File: config.mk
export PLATFORM = sky130hd
export DESIGN_NAME = data_mem_lsu
export DESIGN_NICKNAME = d
export VERILOG_FILES = /design/src/rtl/lsu_pkg.sv /design/src/rtl/data_mem_lsu_lane.sv /design/src/rtl/data_mem_lsu.sv
export SDC_FILE = /design/constraint.sdc
export NUM_CORES = 1
export LEC_CHECK = 0
export CORE_UTILIZATION = 48
export CTS_CLUSTER_SIZE = 12
export DETAILED_ROUTE_END_ITERATION = 12
export PLACE_DENSITY = 0.82
export SYNTH_ARGS = -nofsm -noshare
export SYNTH_HDL_FRONTEND = slang
export SYNTH_HIERARCHICAL = 1
export SYNTH_SLANG_ARGS = --single-unit
File: constraint.sdc
create_clock -name clk -period 2.35 [get_ports clk]
set_input_delay 0.705 -clock clk [delete_from_list [all_inputs] [get_ports clk]]
set_output_delay 0.705 -clock clk [all_outputs]
set_load 0.01 [all_outputs]
File: src/rtl/lsu_pkg.sv
// lsu_pkg: funct3 codes, controller states and the access legality rule shared by the LSU.
package lsu_pkg;
    localparam logic [2:0] F3_B  = 3'b000;
    localparam logic [2:0] F3_H  = 3'b001;
    localparam logic [2:0] F3_W  = 3'b010;
    localparam logic [2:0] F3_BU = 3'b100;
    localparam logic [2:0] F3_HU = 3'b101;

    typedef enum logic [2:0] {S_IDLE, S_LD_RD, S_RMW_RD, S_WR, S_RESP} state_e;

    function automatic logic access_err(input logic we, input logic [2:0] f3, input logic [1:0] a);
        logic bad_f3, mis;
        bad_f3 = !(f3 inside {F3_B, F3_H, F3_W, F3_BU, F3_HU}) || (we && (f3 == F3_BU || f3 == F3_HU));
        mis    = ((f3 == F3_H || f3 == F3_HU) && a[0]) || (f3 == F3_W && a != 2'b00);
        return bad_f3 || mis;
    endfunction
endpackage

File: src/rtl/data_mem_lsu_lane.sv
// lsu_lane: byte/half lane extraction with sign/zero extension, and store merge into an old word.
module lsu_lane
    import lsu_pkg::*;
(
    input  logic [1:0]  addr,
    input  logic [2:0]  funct3,
    input  logic [31:0] word,
    input  logic [31:0] wdata,
    output logic [31:0] ld_data,
    output logic [31:0] st_word
);
    logic [4:0]  sh;
    logic [7:0]  b;
    logic [15:0] h;
    logic [31:0] mask;

    always_comb begin
        sh      = funct3[0] ? {addr[1], 4'b0} : {addr, 3'b0};
        b       = word[{addr, 3'b0} +: 8];
        h       = word[{addr[1], 4'b0} +: 16];
        ld_data = funct3 == F3_W ? word :
                  funct3[0] ? {{16{!funct3[2] && h[15]}}, h} : {{24{!funct3[2] && b[7]}}, b};
        mask    = (funct3[0] ? 32'h0000_FFFF : 32'h0000_00FF) << sh;
        st_word = funct3 == F3_W ? wdata : (word & ~mask) | ((wdata << sh) & mask);
    end
endmodule

File: src/rtl/data_mem_lsu.sv
// data_mem_lsu: RV32I load/store controller for a word-only RAM; SB/SH use read-modify-write.
module data_mem_lsu
    import lsu_pkg::*;
(
    input  logic        clk,
    input  logic        rst,
    input  logic        req_valid,
    output logic        req_ready,
    input  logic        req_we,
    input  logic [2:0]  req_funct3,
    input  logic [31:0] req_addr,
    input  logic [31:0] req_wdata,
    output logic        rsp_valid,
    output logic [31:0] rsp_rdata,
    output logic        rsp_err,
    output logic        mem_we,
    output logic [31:0] mem_addr,
    output logic [31:0] mem_wdata,
    input  logic [31:0] mem_rdata
);
    state_e      state_q, state_d;
    logic [1:0]  addr_q, addr_d;
    logic [2:0]  f3_q, f3_d;
    logic [31:0] wdata_q, wdata_d;
    logic [31:0] mem_addr_q, mem_addr_d;
    logic [31:0] mem_wdata_q, mem_wdata_d;
    logic [31:0] rdata_q, rdata_d;
    logic        err_q, err_d;
    logic [31:0] ld_data, st_word;

    lsu_lane u_lane (
        .addr    (addr_q),
        .funct3  (f3_q),
        .word    (mem_rdata),
        .wdata   (wdata_q),
        .ld_data (ld_data),
        .st_word (st_word)
    );

    always_comb begin
        state_d     = state_q;
        addr_d      = addr_q;
        f3_d        = f3_q;
        wdata_d     = wdata_q;
        mem_addr_d  = mem_addr_q;
        mem_wdata_d = mem_wdata_q;
        rdata_d     = rdata_q;
        err_d       = err_q;
        case (state_q)
            S_IDLE: if (req_valid) begin
                addr_d      = req_addr[1:0];
                f3_d        = req_funct3;
                wdata_d     = req_wdata;
                mem_addr_d  = {req_addr[31:2], 2'b00};
                mem_wdata_d = req_wdata;
                rdata_d     = '0;
                err_d       = access_err(req_we, req_funct3, req_addr[1:0]);
                state_d     = err_d ? S_RESP : !req_we ? S_LD_RD : req_funct3 == F3_W ? S_WR : S_RMW_RD;
            end
            S_LD_RD: begin
                rdata_d = ld_data;
                state_d = S_RESP;
            end
            S_RMW_RD: begin
                mem_wdata_d = st_word;
                state_d     = S_WR;
            end
            S_WR: state_d = S_RESP;
            default: begin
                rdata_d = '0;
                err_d   = 1'b0;
                state_d = S_IDLE;
            end
        endcase
    end

    always_ff @(posedge clk) begin
        if (rst) begin
            state_q     <= S_IDLE;
            addr_q      <= '0;
            f3_q        <= '0;
            wdata_q     <= '0;
            mem_addr_q  <= '0;
            mem_wdata_q <= '0;
            rdata_q     <= '0;
            err_q       <= 1'b0;
        end else begin
            state_q     <= state_d;
            addr_q      <= addr_d;
            f3_q        <= f3_d;
            wdata_q     <= wdata_d;
            mem_addr_q  <= mem_addr_d;
            mem_wdata_q <= mem_wdata_d;
            rdata_q     <= rdata_d;
            err_q       <= err_d;
        end
    end

    // Reset wins over a pending write so an abandoned RMW never reaches the RAM.
    assign mem_we    = state_q == S_WR && !rst;
    assign req_ready = state_q == S_IDLE;
    assign rsp_valid = state_q == S_RESP;
    assign rsp_rdata = rdata_q;
    assign rsp_err   = err_q;
    assign mem_addr  = mem_addr_q;
    assign mem_wdata = mem_wdata_q;
endmodule

After elaboration in Yosys (flattened, before gate mapping)
Cells that the tools add are included.
{ "classes": {"n_reduce_logical": 26, "add_sub_neg": 0, "mux": 16, "shift": 4, "bitwise_logic": 6, "eq_ne": 10, "mul": 0, "n_lt_le_gt_ge": 0, "div_mod_pow": 0} }
{ "ops": {"columns": ["op", "count"], "rows": [
  ["$mux W32", 5],
  ["$pmux W32 S3", 1],
  ["$and A32 B32 Y32", 2],
  ["$pmux W32 S2", 1],
  ["$not A32 Y32", 1],
  ["$or A32 B32 Y32", 1],
  ["$shiftx A32 B6 Y16", 1],
  ["$shiftx A32 B6 Y8", 1],
  ["$shl A16 B5 Y32", 1],
  ["$shl A32 B5 Y32", 1],
  ["$mux W16", 1],
  ["$eq A3 B2 Y1 const B", 4],
  ["$eq A3 B3 Y1 const B", 3],
  ["$pmux W3 S3", 1],
  ["$reduce_and A2 Y1", 4],
  ["$eq A3 B1 Y1 const B", 2],
  ["$logic_and A1 B1 Y1", 6],
  ["$logic_not A3 Y1", 2],
  ["$mux W3", 2],
  ["$logic_or A1 B1 Y1", 5],
  ["$reduce_bool A5 Y1", 1],
  ["$mux W4", 1],
  ["$reduce_bool A2 Y1", 2],
  ["$reduce_or A2 Y1", 2],
  ["7 further kinds", 11]
]} }
{ "word_totals": {"reg_bits": 135, "ramBits": 0, "mem_count": 0, "input_bits": 103, "elab_cells": 70, "mem_bits_ro": 0, "latch_bits": 0} }

Logic depth before layout (Yosys ltp)
{ "logic_depth": {"ltp_word": 8, "depth_mapped": 8, "mapped_depth_nobuf": 6} }

Hierarchy
The synthesis kept the hierarchy.
{ "modules_own_cells": {"columns": ["module", "area_per_inst_um2", "cells_each", "n_inst", "seq_area_each_um2"], "rows": [
  ["data_mem_lsu", 5512.8, 667, 1, 2702.6],
  ["lsu_lane", 1336.3, 187, 1, 0.0]
]} }

Worst setup path before layout
No wires, ideal clock.
{ "synth_timing": {"kind": "flip-flop to output port", "from": "reg state_q[2]", "to": "out rsp_valid", "stages_incl_launch_ff": 5, "n_path_buf": 2, "setup_slack_ps": 297, "arrival_ps": 1348, "path_cell_list": "dfxtp_1 -> clkbuf_1 -> inv_1 -> clkbuf_1 -> nor3_1"} }
{ "synth_via": {"elab_chain_len": 1} }
{ "synth_rtl": {"columns": ["item", "line_no", "text"], "rows": [
  ["start: declaration", "data_mem_lsu.sv:21", "state_e state_q, state_d;"],
  ["start signal: assignment", "data_mem_lsu.sv:88", "state_q <= state_d;"],
  ["$eq A3 B3 Y1", "data_mem_lsu.sv:102", "assign rsp_valid = state_q == S_RESP;"],
  ["end: declaration", "data_mem_lsu.sv:13", "output logic rsp_valid,"]
]} }
Every way passes these cells.

Worst setup path in the final report
{ "layout_timing": {"from": "reg state_q[2]", "to": "out req_ready"} }
{ "layout_via": {"elab_chain_len": 1} }
{ "layout_rtl": {"columns": ["item", "line_no", "text"], "rows": [
  ["$logic_not A3 Y1", "data_mem_lsu.sv:101", "assign req_ready = state_q == S_IDLE;"],
  ["end: declaration", "data_mem_lsu.sv:8", "output logic req_ready,"]
]} }
Every way passes these cells.

==> impl_metrics.ini <==
[outcome]
outcome = finished clean

[sta]
whs_ps = 452
fmax_mhz = 448
fin_crit_sh_pct = 94.9
slew_headroom_pct = 46.7
min_period_ps = 2230
hold_viol = 0
rsz0062_at_grt = false
fin_skew_ps = 5.12
maxSlewViolCount = 0
setup_viol = 0
worst_pin_slew_ps = 800

[route]
ant_nets = 0
drt-vias-per-instance = 5.91
drt-total-wl_um = 22100
detail_route.wl_per_cell_um = 17.9
drt_iter0_markers = 885
drt_first_pass_iters = 6
drcViolationCount = 0
vias = 7264

[critical_path]
cp-startpoint = state_q[2]
worstSetupEndpointType = output port
crit_required_ps = 1640
critPathKind = reg2out
r2r_start = f3_q[0]
worstPathMaxFanout = 2
arrival_ps = 1520
cp-start-kind = register

[hold_path]
min-delay-start = mem_addr[19]
hp-class = reg2reg

[cts]
numCtsBuffers = 17
cts_root_buf = clkbuf_16
clock-sinks = 135
cts.clk_slew.worst_paths_ps = 60
clk_latency_ps = 420
clockBufferDepth = 2
cts_tree = yes
post_cts_buffers = 0
h-tree-depth = 4

[die]
die_h_um = 121
start_util_pct = 49.3
fp-row-count = 43
ios = 203
fp.dieW_um = 121
die-area_um2 = 14800
coreArea_um2 = 13900

[final_layout]
register_area_um2 = 2700
layout_commonest_cell = clkdlybuf4s50_1
layout-drive-gt1-share_pct = 9.82
n_antenna_cell = 0
layout.nets = 1139
multiInputGateArea_um2 = 3750
fill_cells = 1106
final_util_pct = 69.5
stdcell_count = 1229
layout_common_cells = clkdlybuf4s50_1, nand2_1, dfxtp_1
fin_area_um2 = 9650
area.growth.synth_to_final_pct = 40.8

[yosys]
yosys_warnings = 6
synth_area_leaders = dfxtp_1, nand2_1, a21oi_1, a32oi_1, nor4bb_1
synth_top_area_cell = dfxtp_1
synth_top_area_share_pct = 39.5
synthArstFlopShare_pct = 0
synthDistinctLibCells = 48
synth-seq-cells = 135
ys_seq_area_share_pct = 39.5
synth.avg_cell_area_um2 = 8.02
syn_inst = 854
synthesis.area_um2 = 6850
synthFlopType = dfxtp_1
synth-edff-count = 0

[power]
power_density_nw_per_um2 = 688
vdd_drop_max_uv = 492
leakagePower_nw = 3.68

[global_route]
grt_max_degree = 79
gr-usage-all-layers_pct = 29.4
grt_pass1_wl_um = 33500
overflow = 0
antenna_found_initial = 0
grt_pass1_vias = 6362

[place]
numPlacedInstances = 1197
globalplace.congestion = 0.963
dpl.hpwl_um = 15300
portBuffers = 200
placed_area_um2 = 9080

[flow_run]
drv_cap = 0
## state kept, by name, summed over array words and instances (netlist names)
signal / flops
addr_q: 2
f3_q: 3
mem_addr: 30
mem_wdata: 32
rsp_err: 1
rsp_rdata: 32
state_q: 3
wdata_q: 32
## synth_stat cells (9+ instances only)
cell type,count
nor2b_1,28
a21o_1,24
and2_1,9
o21bai_1,26
nand2_1,190
a31oi_1,32
clkbuf_1,57
buf_2,11
mux2i_1,15
o21ai_0,33
dfxtp_1,135
nand3_1,28
a21oi_1,67
nor2_1,47
a32oi_1,32
mux2_2,14
nor4bb_1,25
## report_power, final
| part | leakage (nW) | total [mW] | switching [mW] | internal (mW) |
|---|---|---|---|---|
| clock | 0.275 | 2.58 | 0.987 | 1.59 |
| sequential | 1.11 | 2.55 | 0.105 | 2.44 |
| combinational | 2.30 | 1.51 | 0.775 | 0.736 |
| total | 3.68 | 6.63 | 1.87 | 4.77 |
## per-stage QoR
step / total power, mW / setup WS (ps) / TNS (ps)
final: 6.63 / 120 / 0
after global routing: 6.87 / 5.08 / 0
after CTS: 6.62 / 118 / 0
after detailed placement: 4.08 / -48.2 / -1480
after global placement: 4.06 / -24.4 / -783
after floorplan: 3.43 / 297 / 0
## worst max-delay path: stages (launching register included)
cell and delay [ps]:
dfxtp_1 300, or2_2 300, nor2_1 90, buf_4 140, dlygate4sd2_1 270
## per-layer routing
layer	routed length (um)	global-route usage (%)	vias up	share of wire (%)
met3	2200	5.87	46	10
li1	-	-	3405	-
met4	525	9.95	0	2.4
met2	9890	45.0	413	45
met1	9450	41.0	3400	43
met5	0	0	-	0
## logic make-up (layout without fill, tap and decap cells)
family / count (synthesis) / count (layout) / share of synthesized area, %
AOI/OAI and AO/OA: 258 / 258 / 25.4
buffers and inverters: 86 / 280 / 6.12
DFF: 135 / 135 / 39.5
muxes: 32 / 32 / 5.04
other: 1 / 2 / 0.0548
and+or+nand+nor: 342 / 342 / 24.0
## final cells by class
| type | count | area share (%) |
|---|---|---|
| inverters | 3 | 0.117 |
| repair buffers | 245 | 24.7 |
| flip-flops and latches | 135 | 28.0 |
| clock buffers | 25 | 5.24 |
| multi-input cells | 634 | 38.9 |
| clock inverters | 7 | 0.700 |
| well taps | 180 | 2.33 |
## timing repair
item,CTS,global route
setup endpoints to repair,3,1
resized for setup,3,2
hold buffers,0,0
## path summary, 6_finish.rpt
| kind | slack [ps] | cells after the start | to |
|---|---|---|---|
| min reg2reg | 450 | 2 | mem_addr[19] |
| min | 450 | 2 | mem_addr[19] |
| max | 120 | 4 | req_ready |
| max reg2reg | 230 | 7 | mem_wdata[14] |
Note: power is estimated with default switching activity, not from simulation.
